**src/rtl/scan_decoder_if.sv**
```systemverilog
`default_nettype none
// +----------------------------------------------------------------------+
// | scan_decoder_if : control/status bundle for scan_decoder             |
// | Rev 1.0                                                              |
// +----------------------------------------------------------------------+
interface scan_decoder_if #(
  parameter int N     = 3,
  parameter int DIV_W = 4
);
  logic              en;
  logic              mode;
  logic [N-1:0]      inp;
  logic [DIV_W-1:0]  div;
  logic [2**N-1:0]   out;
  logic [N-1:0]      idx;
  logic              valid;
  logic              wrap;

  modport master (
    output en, mode, inp, div,
    input  out, idx, valid, wrap
  );

  modport slave (
    input  en, mode, inp, div,
    output out, idx, valid, wrap
  );
endinterface
`default_nettype wire

```
**src/rtl/scan_decoder.sv**
```systemverilog
`default_nettype none
// +----------------------------------------------------------------------+
// | scan_decoder : registered one-hot decoder with prescaled auto-scan   |
// | Rev 1.0                                                              |
// +----------------------------------------------------------------------+
module scan_decoder #(
  parameter int N     = 3,
  parameter int LAST  = 2**N,
  parameter int DIV_W = 4
) (
  input  wire logic     clk,
  input  wire logic     rst,
  scan_decoder_if.slave bus
);

  localparam int              OUT_W      = 2**N;
  localparam logic [OUT_W-1:0] LEGAL_MASK = {OUT_W{1'b1}} >> (OUT_W - LAST);
  localparam logic [N-1:0]     IDX_LAST   = N'(LAST - 1);

  typedef enum logic [1:0] {
    IDLE   = 2'd0,
    DIRECT = 2'd1,
    SCAN   = 2'd2
  } state_t;

  state_t             r_state;
  state_t             w_state_nxt;
  logic [OUT_W-1:0]   r_out;
  logic [OUT_W-1:0]   w_out_nxt;
  logic [N-1:0]       r_idx;
  logic [N-1:0]       w_idx_nxt;
  logic               r_valid;
  logic               w_valid_nxt;
  logic               r_wrap;
  logic               w_wrap_nxt;
  logic [DIV_W-1:0]   r_presc;
  logic [DIV_W-1:0]   w_presc_nxt;

  logic [OUT_W-1:0]   w_dec_out;
  logic               w_dec_valid;
  logic               w_presc_hit;
  logic               w_at_last;
  logic [N-1:0]       w_idx_inc;

  // Codes at or above LAST are masked off, giving an all-zero output.
  assign w_dec_out   = (OUT_W'(1) << bus.inp) & LEGAL_MASK;
  assign w_dec_valid = LEGAL_MASK[bus.inp];

  assign w_presc_hit = (r_presc == bus.div);
  assign w_at_last   = (r_idx == IDX_LAST);
  assign w_idx_inc   = w_at_last ? '0 : (r_idx + N'(1));

  always_ff @(posedge clk or posedge rst) begin
    if (rst) begin
      r_state <= IDLE;
      r_out   <= '0;
      r_idx   <= '0;
      r_valid <= 1'b0;
      r_wrap  <= 1'b0;
      r_presc <= '0;
    end else begin
      r_state <= w_state_nxt;
      r_out   <= w_out_nxt;
      r_idx   <= w_idx_nxt;
      r_valid <= w_valid_nxt;
      r_wrap  <= w_wrap_nxt;
      r_presc <= w_presc_nxt;
    end
  end

  always_comb begin
    w_state_nxt = r_state;
    w_out_nxt   = r_out;
    w_idx_nxt   = r_idx;
    w_valid_nxt = r_valid;
    w_wrap_nxt  = 1'b0;
    w_presc_nxt = r_presc;

    if (bus.en) begin
      case (r_state)
        IDLE, DIRECT: begin
          if (bus.mode) begin
            w_state_nxt = SCAN;
            w_out_nxt   = OUT_W'(1);
            w_idx_nxt   = '0;
            w_valid_nxt = 1'b1;
            w_presc_nxt = '0;
          end else begin
            w_state_nxt = DIRECT;
            w_out_nxt   = w_dec_out;
            w_idx_nxt   = bus.inp;
            w_valid_nxt = w_dec_valid;
            w_presc_nxt = '0;
          end
        end
        SCAN: begin
          if (!bus.mode) begin
            w_state_nxt = DIRECT;
            w_out_nxt   = w_dec_out;
            w_idx_nxt   = bus.inp;
            w_valid_nxt = w_dec_valid;
            w_presc_nxt = '0;
          end else if (w_presc_hit) begin
            w_presc_nxt = '0;
            w_idx_nxt   = w_idx_inc;
            w_out_nxt   = OUT_W'(1) << w_idx_inc;
            w_valid_nxt = 1'b1;
            w_wrap_nxt  = w_at_last;
          end else begin
            // A prescaler already past a shrunken div rolls over naturally.
            w_presc_nxt = r_presc + DIV_W'(1);
          end
        end
        default: begin
          w_state_nxt = IDLE;
          w_out_nxt   = '0;
          w_idx_nxt   = '0;
          w_valid_nxt = 1'b0;
          w_presc_nxt = '0;
        end
      endcase
    end
  end

  assign bus.out   = r_out;
  assign bus.idx   = r_idx;
  assign bus.valid = r_valid;
  assign bus.wrap  = r_wrap;

endmodule
`default_nettype wire

```
**src/flat_wrapper.sv**
```systemverilog
// flat-port wrapper written by rule: the top's interface ports become plain ports
module scan_decoder_flat 
#(
  parameter int N     = 3,
  parameter int LAST  = 2**N,
  parameter int DIV_W = 4
)
  (clk, rst, bus_en, bus_mode, bus_inp, bus_div, bus_out, bus_idx, bus_valid, bus_wrap);
  scan_decoder_if #(.N(N), .DIV_W(DIV_W)) bus_i ();
  input  wire logic clk;
  input  wire logic rst;
  input wire logic [$bits(bus_i.en)-1:0] bus_en;
  input wire logic [$bits(bus_i.mode)-1:0] bus_mode;
  input wire logic [$bits(bus_i.inp)-1:0] bus_inp;
  input wire logic [$bits(bus_i.div)-1:0] bus_div;
  output wire logic [$bits(bus_i.out)-1:0] bus_out;
  output wire logic [$bits(bus_i.idx)-1:0] bus_idx;
  output wire logic [$bits(bus_i.valid)-1:0] bus_valid;
  output wire logic [$bits(bus_i.wrap)-1:0] bus_wrap;
  assign bus_i.en = bus_en;
  assign bus_i.mode = bus_mode;
  assign bus_i.inp = bus_inp;
  assign bus_i.div = bus_div;
  assign bus_out = bus_i.out;
  assign bus_idx = bus_i.idx;
  assign bus_valid = bus_i.valid;
  assign bus_wrap = bus_i.wrap;
  scan_decoder #(.N(N), .LAST(LAST), .DIV_W(DIV_W)) u_core (.clk(clk), .rst(rst), .bus(bus_i));
endmodule
```
**config.mk**
```make
export PLATFORM = sky130hd
export DESIGN_NAME = scan_decoder_flat
export DESIGN_NICKNAME = d
export VERILOG_FILES = /design/src/rtl/scan_decoder_if.sv /design/src/rtl/scan_decoder.sv /design/src/flat_wrapper.sv
export SDC_FILE = /design/constraint.sdc
export NUM_CORES = 1
export LEC_CHECK = 0
export CAP_MARGIN = 30
export CORE_UTILIZATION = 45
export CTS_CLUSTER_SIZE = 20
export DETAILED_ROUTE_END_ITERATION = 7
export HOLD_SLACK_MARGIN = 0.08
export PLACE_DENSITY = 0.71
export SKIP_CTS_REPAIR_TIMING = 1
export SLEW_MARGIN = 10
export SYNTH_ARGS = -nofsm -noshare
export SYNTH_HDL_FRONTEND = slang
export SYNTH_SLANG_ARGS = --single-unit
```
**constraint.sdc**
```tcl
create_clock -name clk -period 2.1 [get_ports clk]
set_input_delay 0.315 -clock clk [delete_from_list [all_inputs] [get_ports clk]]
set_output_delay 0.315 -clock clk [all_outputs]
set_load 0.05 [all_outputs]
```
==> flow_summary.json, run 1 <==
{
  "r2r_start": "u_core.r_presc[3]",
  "worst_pin_slew_ps": 727.5,
  "r2r_end": "u_core.bus.idx[1]",
  "fin_nets": 178,
  "die_area_um2": 2926,
  "synth_xor_area_share_pct": 2.869,
  "p_per_area_nw_per_um2": 591.3,
  "dr_wl_met2_um": 1308,
  "layout_setup_ws_ps": 142.1,
  "r2r_slack_ps": 280,
  "final_cell_mix": "clkdlybuf4s50_1 (23), dfrtp_1 (19), nand2_1 (14)",
  "drc": 0,
  "synth_cell_types": 34,
  "syn_inst": 132,
  "syn_area_um2": 1221,
  "async_reset_ff_share_pct": 100.0,
  "cp.depth": 1,
  "place_ws_ps": -15.51,
  "core_um2": 2522,
  "synthTopCellsByArea": "dfrtp_1 (39%), ha_1 (7.2%), a221o_1 (4.9%)",
  "synthAdderAreaFrac_pct": 7.172,
  "die_y_um": 54.10,
  "wl_per_cell_um": 15.01,
  "min_path_type": "input port to async pin",
  "hold_viol": 0,
  "first_pass_iters": 4,
  "placed_cells": 185,
  "final_common_cell": "clkdlybuf4s50_1",
  "synth_nets": 150,
  "drt_iter0_markers": 57,
  "cp.buffers_inverters": 1,
  "cap_violations": 0,
  "leakagePower_nw": 0.6819,
  "seq_area_frac_synth_pct": 38.93,
  "first_global_vias": 1013,
  "routed_wl_um": 2836,
  "clk_latency_ps": 310,
  "timing_worst_setup_path_type": "register to primary output",
  "critical_path.cell_chain": "clkdlybuf4s50_1",
  "fin_skew_ps": 9.477,
  "highest_layer": "met4",
  "critPathLaunchType": "register",
  "utilization_pct": 61.11,
  "crit_family": "buffers and inverters",
  "overflow": 0,
  "antenna_left": 0,
  "routed_via_density": 5.889,
  "dr_wl_met3_um": 189,
  "cts_tree": "done",
  "synth_edf_count": 0,
  "ff2ff_path_depth": 4,
  "place_congestion": 0.8998,
  "slew-limit-headroom_pct": 51.44,
  "synth-seq-cells": 19,
  "grtUsageTotal_pct": 22.96,
  "syn2layout_area_growth_pct": 26.23,
  "synth_ff_type": "dfrtp_1",
  "n_antenna_cell": 0,
  "final_cells": 189,
  "startpoint": "u_core.bus.idx[0]",
  "arrival_ps": 1640,
  "rows": 18,
  "start_util_pct": 48.41,
  "crit_path_max_fanout": 7,
  "io_buffers": 23,
  "synth_mux_area_share_pct": 2.766,
  "grt_pass1_wl_um": 4754,
  "synth_top_area_share_pct": 38.93,
  "cts.htree.levels": 1,
  "fp.dieW_um": 54.10,
  "wl_met1_um": 1325,
  "numCtsBuffers": 3,
  "required_ps": 1780,
  "slowest_delay_ps": 850,
  "avgSynthCellArea_um2": 9.251,
  "route.vias.total": 1113,
  "fin_crit_ps": 1958,
  "grt_max_degree": 20,
  "crit_path_top_delay_cell": "clkdlybuf4s50_1",
  "status": "finished, final reports clean",
  "min_period_over_period_pct": 93.23,
  "cts_root_buf": "clkbuf_4",
  "ir_drop_uv": 457.8,
  "end_kind": "primary output",
  "drv_slew": 0,
  "dp_hpwl_um": 2130,
  "antenna_found_initial": 0,
  "cts_sinks": 19,
  "crit_path_end": "bus_idx[0]",
  "rsz0062_at_grt": "false",
  "synth_top_family_by_area": "compound AO/OA/AOI/OAI gates",
  "synth-compound-area-share_pct": 22.34,
  "drive_above_1_share_pct": 13.21,
  "synth_simple_gate_area_share_pct": 19.77,
  "cts_max_path_buffers": 2,
  "yosysTopAreaCell": "dfrtp_1",
  "finalSetupViolations": 0,
  "yosys_warnings": 0,
  "max_freq_mhz": 510.8,
  "clkTransAtPathRegs_ps": 110,
  "io_pins": 24
}
==> how the worst min path moves through the flow <==
stage / from / to / slack (ps) / cells after the start
6_report: rst / u_core.bus.out[3] / 410 / 2
5_1_grt: rst / u_core.bus.out[3] / 500 / 2
4_1_cts: rst / u_core.bus.out[3] / 440 / 2
3_5_place_dp: u_core.bus.out[0] / u_core.bus.out[0] / 490 / 1
3_3_place_gp: u_core.bus.out[5] / u_core.bus.out[5] / 480 / 1
2_1_floorplan: rst / u_core.bus.idx[0] / 270 / 1
==> area by class of cell <==
type | count | area [µm²]
Inverter | 9 | 33.78
Sequential cell | 19 | 475.5
Timing Repair Buffer | 32 | 297.8
Multi-Input combinational cell | 95 | 670.6
Tap cell | 30 | 37.54
Fill cell | 214 | 980.9
Clock buffer | 4 | 26.28
==> power by group <==
part           total (W)  switching [W]  leakage [nW]  internal [W]
clock network   0.000189       0.000115        0.0150     0.0000743
registers       0.000426      0.0000341         0.252      0.000392
logic           0.000296       0.000181         0.415      0.000115
total           0.000911       0.000330         0.682      0.000582
==> stage by stage <==
| step | area (µm²) | setup TNS (ps) | total power (W) | hold WS (ps) |
|---|---|---|---|---|
| floorplan | 1221 | 0 | 0.0006224 | 266.1 |
| global placement | 1515 | 0 | 0.0007224 | 477.7 |
| detailed placement | 1515 | -15.51 | 0.0007283 | 487.4 |
| CTS | 1541 | 0 | 0.0009123 | 440.5 |
| global route | 1541 | 0 | 0.0009616 | 501.2 |
| finish | 1541 | 0 | 0.0009115 | 414.9 |
==> layer usage <==
metal  global-route usage, %  vias to the layer above
met3                   6.215                        4
li1                        -                      543
met4                   7.692                        0
met5                       0                        -
met2                   33.13                       44
met1                   32.70                      522
==> state kept, by name (all words and copies together), names as in the netlist <==
signal            cells
u_core.bus.idx        3
u_core.bus.out        8
u_core.bus.valid      1
u_core.bus.wrap       1
u_core.r_presc        4
u_core.r_state        2
==> cells in the mapped netlist (2+ instances only) <==
cell type   n
nor3_1      7
ha_1        7
nand2_1    14
nand2b_1    2
a221o_1     6
o32ai_1     3
a21oi_1     2
nand3_1     6
nor2_1      8
o21ai_0     6
a32o_1      2
a211o_2     3
dfrtp_1    19
mux2_2      3
inv_1       9
a21boi_0    2
nor4_1      3
o22ai_1     2
or3_1       2
xor2_1      4
nand4_1     2
clkbuf_1    8
==> cell families (layout without fill, tap and decap cells) <==
| kind of cell | count (synthesis) | count (layout) |
|---|---|---|
| simple gates | 49 | 49 |
| flops | 19 | 19 |
| buf+inv | 18 | 45 |
| fa+ha+maj | 7 | 7 |
| mux | 3 | 3 |
| compound gates | 32 | 32 |
| xor+xnor | 4 | 4 |
Note: power is estimated with default switching activity, not from simulation.
==> run 2: changes to the inputs <==
--- a/config.mk
+++ b/config.mk
@@ -10,7 +10,7 @@
 export CTS_CLUSTER_SIZE = 20
 export DETAILED_ROUTE_END_ITERATION = 7
 export HOLD_SLACK_MARGIN = 0.08
-export PLACE_DENSITY = 0.71
+export PLACE_DENSITY = 0.78
 export SKIP_CTS_REPAIR_TIMING = 1
 export SLEW_MARGIN = 10
 export SYNTH_ARGS = -nofsm -noshare
==> constraint.sdc (replaced) <==
create_clock -name clk -period 1.9 [get_ports clk]
set_input_delay 0.285 -clock clk [delete_from_list [all_inputs] [get_ports clk]]
set_output_delay 0.285 -clock clk [all_outputs]
set_load 0.05 [all_outputs]
==> flow_summary.json, run 2 (synthesis results as in run 1) <==
{
  "timing_worst_setup_path_type": "register to register",
  "ir_drop_uv": 458.5,
  "end_kind": "register",
  "routed_via_density": 5.810,
  "required_ps": 2150,
  "worst_pin_slew_ps": 495.9,
  "route.vias.total": 1162,
  "finalSetupViolations": 0,
  "fin_skew_ps": 2.789,
  "drt_iter0_markers": 31,
  "max_freq_mhz": 541.5,
  "ff2ff_path_depth": 4,
  "io_buffers": 23,
  "fin_crit_ps": 1847,
  "finalSetupTns_ps": 0,
  "antenna_left": 0,
  "min_period_over_period_pct": 97.20,
  "first_global_vias": 1098,
  "r2r_start": "u_core.r_presc[3]",
  "grtUsageMet2_pct": 37.04,
  "clkTransAtPathRegs_ps": 110,
  "startpoint": "u_core.r_presc[3]",
  "io_pins": 24,
  "grt_pass1_wl_um": 4981,
  "rows": 18,
  "utilization_pct": 64.19,
  "cts.htree.levels": 1,
  "drive_above_1_share_pct": 20.00,
  "rsz0062_at_grt": "true",
  "wl_per_cell_um": 14.65,
  "place_area_um2": 1593,
  "cap_violations": 0,
  "place_congestion": 0.9278,
  "fp.dieW_um": 54.10,
  "hold_viol": 0,
  "p_per_area_nw_per_um2": 634.0,
  "drv_slew": 0,
  "start_util_pct": 48.41,
  "nFillCells": 228,
  "grt_max_degree": 20,
  "critPathLaunchType": "register",
  "grt_use_met3_pct": 4.520,
  "final_cell_mix": "buf_4 (22), clkdlybuf4s50_1 (21), dfrtp_1 (19)",
  "grtUsageTotal_pct": 24.12,
  "die_area_um2": 2926,
  "busiest_layer": "met2",
  "grtUsageMet1_pct": 34.08,
  "die_y_um": 54.10,
  "cts_root_buf": "clkbuf_4",
  "cts_max_path_buffers": 2,
  "cts_sinks": 19,
  "final_common_cell": "buf_4",
  "min_path_type": "input port to async pin",
  "fin_nets": 189,
  "routed_wl_um": 2929,
  "n_antenna_cell": 0,
  "syn2layout_area_growth_pct": 32.58,
  "design_area_um2": 1619,
  "slew-limit-headroom_pct": 66.84,
  "dp_hpwl_um": 2226,
  "leakagePower_nw": 0.7397,
  "power_w": 0.001027,
  "first_pass_iters": 4,
  "arrival_ps": 2090,
  "largest_reg_flops": 8,
  "drc": 0,
  "cts_tree": "done",
  "status": "finished, final reports clean",
  "overflow": 0,
  "clk_latency_ps": 290,
  "antenna_found_initial": 0,
  "crit_path_max_fanout": 6,
  "core_um2": 2522,
  "numCtsBuffers": 3
}
## run 2: changes by cell type in the layout (fill, tap and decap cells not counted), sizes merged
| cell | change |
|---|---|
| buf | +13 |
| clkdlybuf4s50 | -2 |
## run 2: worst max-delay path, cell delays in order, from the launching register on
cell	delay, ps
dfrtp_1	440
xor2_1	210
or4_1	660
a211oi_1	330
a211o_2	150
## run 2: final cells by class
| cell class | instances | area [µm²] | area share (%) |
|---|---|---|---|
| clock buffer | 4 | 26.28 | 1.623 |
| inverter | 9 | 33.78 | 2.087 |
| multi-input combinational | 95 | 670.6 | 41.42 |
| sequential | 19 | 475.5 | 29.37 |
| tap | 30 | 37.54 | 2.318 |
| timing repair buffer | 43 | 375.4 | 23.18 |
## run 2: metrics by stage
| step | worst slack [ps] | hold slack (ps) | cells |
|---|---|---|---|
| 6_report | 53.24 | 292.3 | 200 |
| 5_1_grt | -28.64 | 350.8 | 200 |
| 4_1_cts | 58.01 | 299.9 | 200 |
| 3_5_place_dp | -176.4 | 487.5 | 196 |
| 3_3_place_gp | -140.5 | 476.1 | 196 |
| 2_1_floorplan | 25.72 | 236.1 | 132 |
## run 2: per-layer routing
layer / vias up / routed length (µm)
met2: 32 / 1331
li1: 565 / -
met1: 563 / 1447
met5: - / 0
met4: 0 / 20
met3: 2 / 130
## run 2: path summary, 6_finish.rpt
| check | slack, ps | end |
|---|---|---|
| max in group asynchronous | 1400 | u_core.r_state[1] |
| worst min register to register | 510 | u_core.bus.out[0] |
| worst max-delay path | 50 | u_core.bus.out[6] |
| worst max register to register | 50 | u_core.bus.out[6] |
| worst min-delay path | 290 | u_core.r_presc[3] |
| min in group clk | 510 | u_core.bus.out[0] |
## run 2: power by group
part | total (W) | leakage, nW | switching, W | internal (W)
clock network | 0.000210 | 0.0150 | 0.000128 | 0.0000817
registers | 0.000461 | 0.252 | 0.0000275 | 0.000433
logic | 0.000356 | 0.473 | 0.000212 | 0.000143
==> run 3: changes to the inputs <==
--- a/config.mk
+++ b/config.mk
@@ -6,11 +6,13 @@
 export NUM_CORES = 1
 export LEC_CHECK = 0
 export CAP_MARGIN = 30
-export CORE_UTILIZATION = 45
-export CTS_CLUSTER_SIZE = 20
+export CELL_PAD_IN_SITES_DETAIL_PLACEMENT = 0
+export CELL_PAD_IN_SITES_GLOBAL_PLACEMENT = 1
+export CORE_UTILIZATION = 38
+export CTS_CLUSTER_SIZE = 25
 export DETAILED_ROUTE_END_ITERATION = 7
 export HOLD_SLACK_MARGIN = 0.08
-export PLACE_DENSITY = 0.78
+export PLACE_DENSITY = 0.85
 export SKIP_CTS_REPAIR_TIMING = 1
 export SLEW_MARGIN = 10
 export SYNTH_ARGS = -nofsm -noshare
==> constraint.sdc (replaced) <==
create_clock -name clk -period 1.9 [get_ports clk]
set_input_delay 0.57 -clock clk [delete_from_list [all_inputs] [get_ports clk]]
set_output_delay 0.57 -clock clk [all_outputs]
set_load 0.05 [all_outputs]
==> flow_summary.json, run 3 (synthesis results as in run 1) <==
{
  "worst_pin_slew_ps": 321.5,
  "wl_per_cell_um": 14.25,
  "finalSetupViolations": 0,
  "antenna_left": 0,
  "cts_tree": "done",
  "cts_sinks": 19,
  "slowest_delay_ps": 400,
  "clkTransAtPathRegs_ps": 110,
  "min_period_over_period_pct": 95.49,
  "slew-limit-headroom_pct": 78.50,
  "worstHoldPathCells": 1,
  "grt_pass1_wl_um": 5237,
  "io_buffers": 23,
  "regArea_um2": 476.7,
  "max_freq_mhz": 551.2,
  "crit_family": "compound AO/OA/AOI/OAI gates",
  "io_pins": 24,
  "cap_violations": 0,
  "routed_wl_um": 3120,
  "die_area_um2": 3445,
  "multi_input_area_um2": 737.0,
  "grt_max_degree": 20,
  "cp.depth": 7,
  "grtUsageTotal_pct": 20.12,
  "critPathLaunchType": "input port",
  "ff2ff_path_depth": 6,
  "status": "finished, final reports clean",
  "fin_skew_ps": 6.494,
  "fin_nets": 194,
  "drt_iter0_markers": 54,
  "critical_path.cell_chain": "dlymetal6s2s_1 > xor2_2 > buf_4 > o41ai_4 > buf_4 > nor2_1 > a211o_2",
  "core_um2": 3053,
  "fp.dieW_um": 58.69,
  "first_pass_iters": 4,
  "n_antenna_cell": 0,
  "hold_viol": 0,
  "overflow": 0,
  "min_path_type": "register to register",
  "ir_drop_uv": 330.6,
  "largest_reg_flops": 8,
  "rsz0062_at_grt": "false",
  "cp.buffers_inverters": 3,
  "cts_root_buf": "clkbuf_4",
  "crit_path_top_delay_cell": "o41ai_4",
  "routed_via_density": 5.429,
  "syn2layout_area_growth_pct": 43.24,
  "arrival_ps": 2010,
  "required_ps": 2090,
  "final_common_cell": "buf_4",
  "cts_max_path_buffers": 2,
  "leakagePower_nw": 0.8324,
  "fin_crit_ps": 1814,
  "route.vias.total": 1189,
  "clk_latency_ps": 300,
  "final_cell_mix": "buf_4 (36), dfrtp_1 (18), nand2_1 (14)",
  "crit_path_max_fanout": 7,
  "dp_hpwl_um": 2362,
  "hold_slack_ps": 503.7,
  "cts.htree.levels": 1,
  "drive_above_1_share_pct": 33.14,
  "utilization_pct": 57.30,
  "end_kind": "register",
  "timing_worst_setup_path_type": "input port to register",
  "die_y_um": 58.69,
  "first_global_vias": 1127,
  "numCtsBuffers": 3,
  "rows": 20,
  "antenna_found_initial": 0,
  "drv_slew": 0,
  "p_per_area_nw_per_um2": 607.1,
  "place_congestion": 0.8868,
  "drc": 0,
  "nFillCells": 279,
  "start_util_pct": 40.00,
  "worst_path_most_repeated_cell": "buf_4",
  "finalSetupTns_ps": 0
}
run 3: area by class of cell:
class | instances | share of cell area (%)
well taps | 44 | 3.147
clock buffers | 4 | 1.502
repair buffers | 48 | 24.03
inverters | 9 | 1.931
flip-flops and latches | 19 | 27.25
multi-input cells | 95 | 42.13
run 3: path summary, 6_finish.rpt:
kind                                         from           endpoint  slack, ps
worst max-delay path                   bus_div[3]  u_core.r_presc[3]         90
min in group asynchronous                     rst  u_core.bus.out[6]        580
worst min register to register  u_core.bus.out[5]  u_core.bus.out[5]        500
max in group asynchronous                     rst  u_core.r_presc[3]       1090
worst min-delay path            u_core.bus.out[5]  u_core.bus.out[5]        500
worst max register to register  u_core.r_presc[3]  u_core.r_presc[3]         90
run 3: routing by layer:
layer  GRT usage, %  part of all wire, %  vias to the layer above
met5              0                    0                        -
met4          7.823                 0.77                        0
met3          3.516                  4.5                        2
met2          29.72                   47                       32
met1          29.26                   48                      586
li1               -                    -                      569
run 3: power by group:
| part | total, W | switching, W | internal (W) |
|---|---|---|---|
| combinational | 0.000388 | 0.000226 | 0.000162 |
| sequential | 0.000465 | 0.0000317 | 0.000433 |
| clock | 0.000209 | 0.000128 | 0.0000818 |
| total | 0.00106 | 0.000385 | 0.000677 |
run 3: metrics by stage:
stage,instances,setup WS [ps],area (µm²),power (W)
final,219,85.63,1749,0.001062
after global routing,219,25.83,1749,0.001123
after CTS,218,-179.9,1683,0.001063
after detailed placement,214,-509.3,1657,0.0008508
after global placement,214,-488.8,1657,0.0008434
after floorplan,132,-31.18,1240,0.0006925
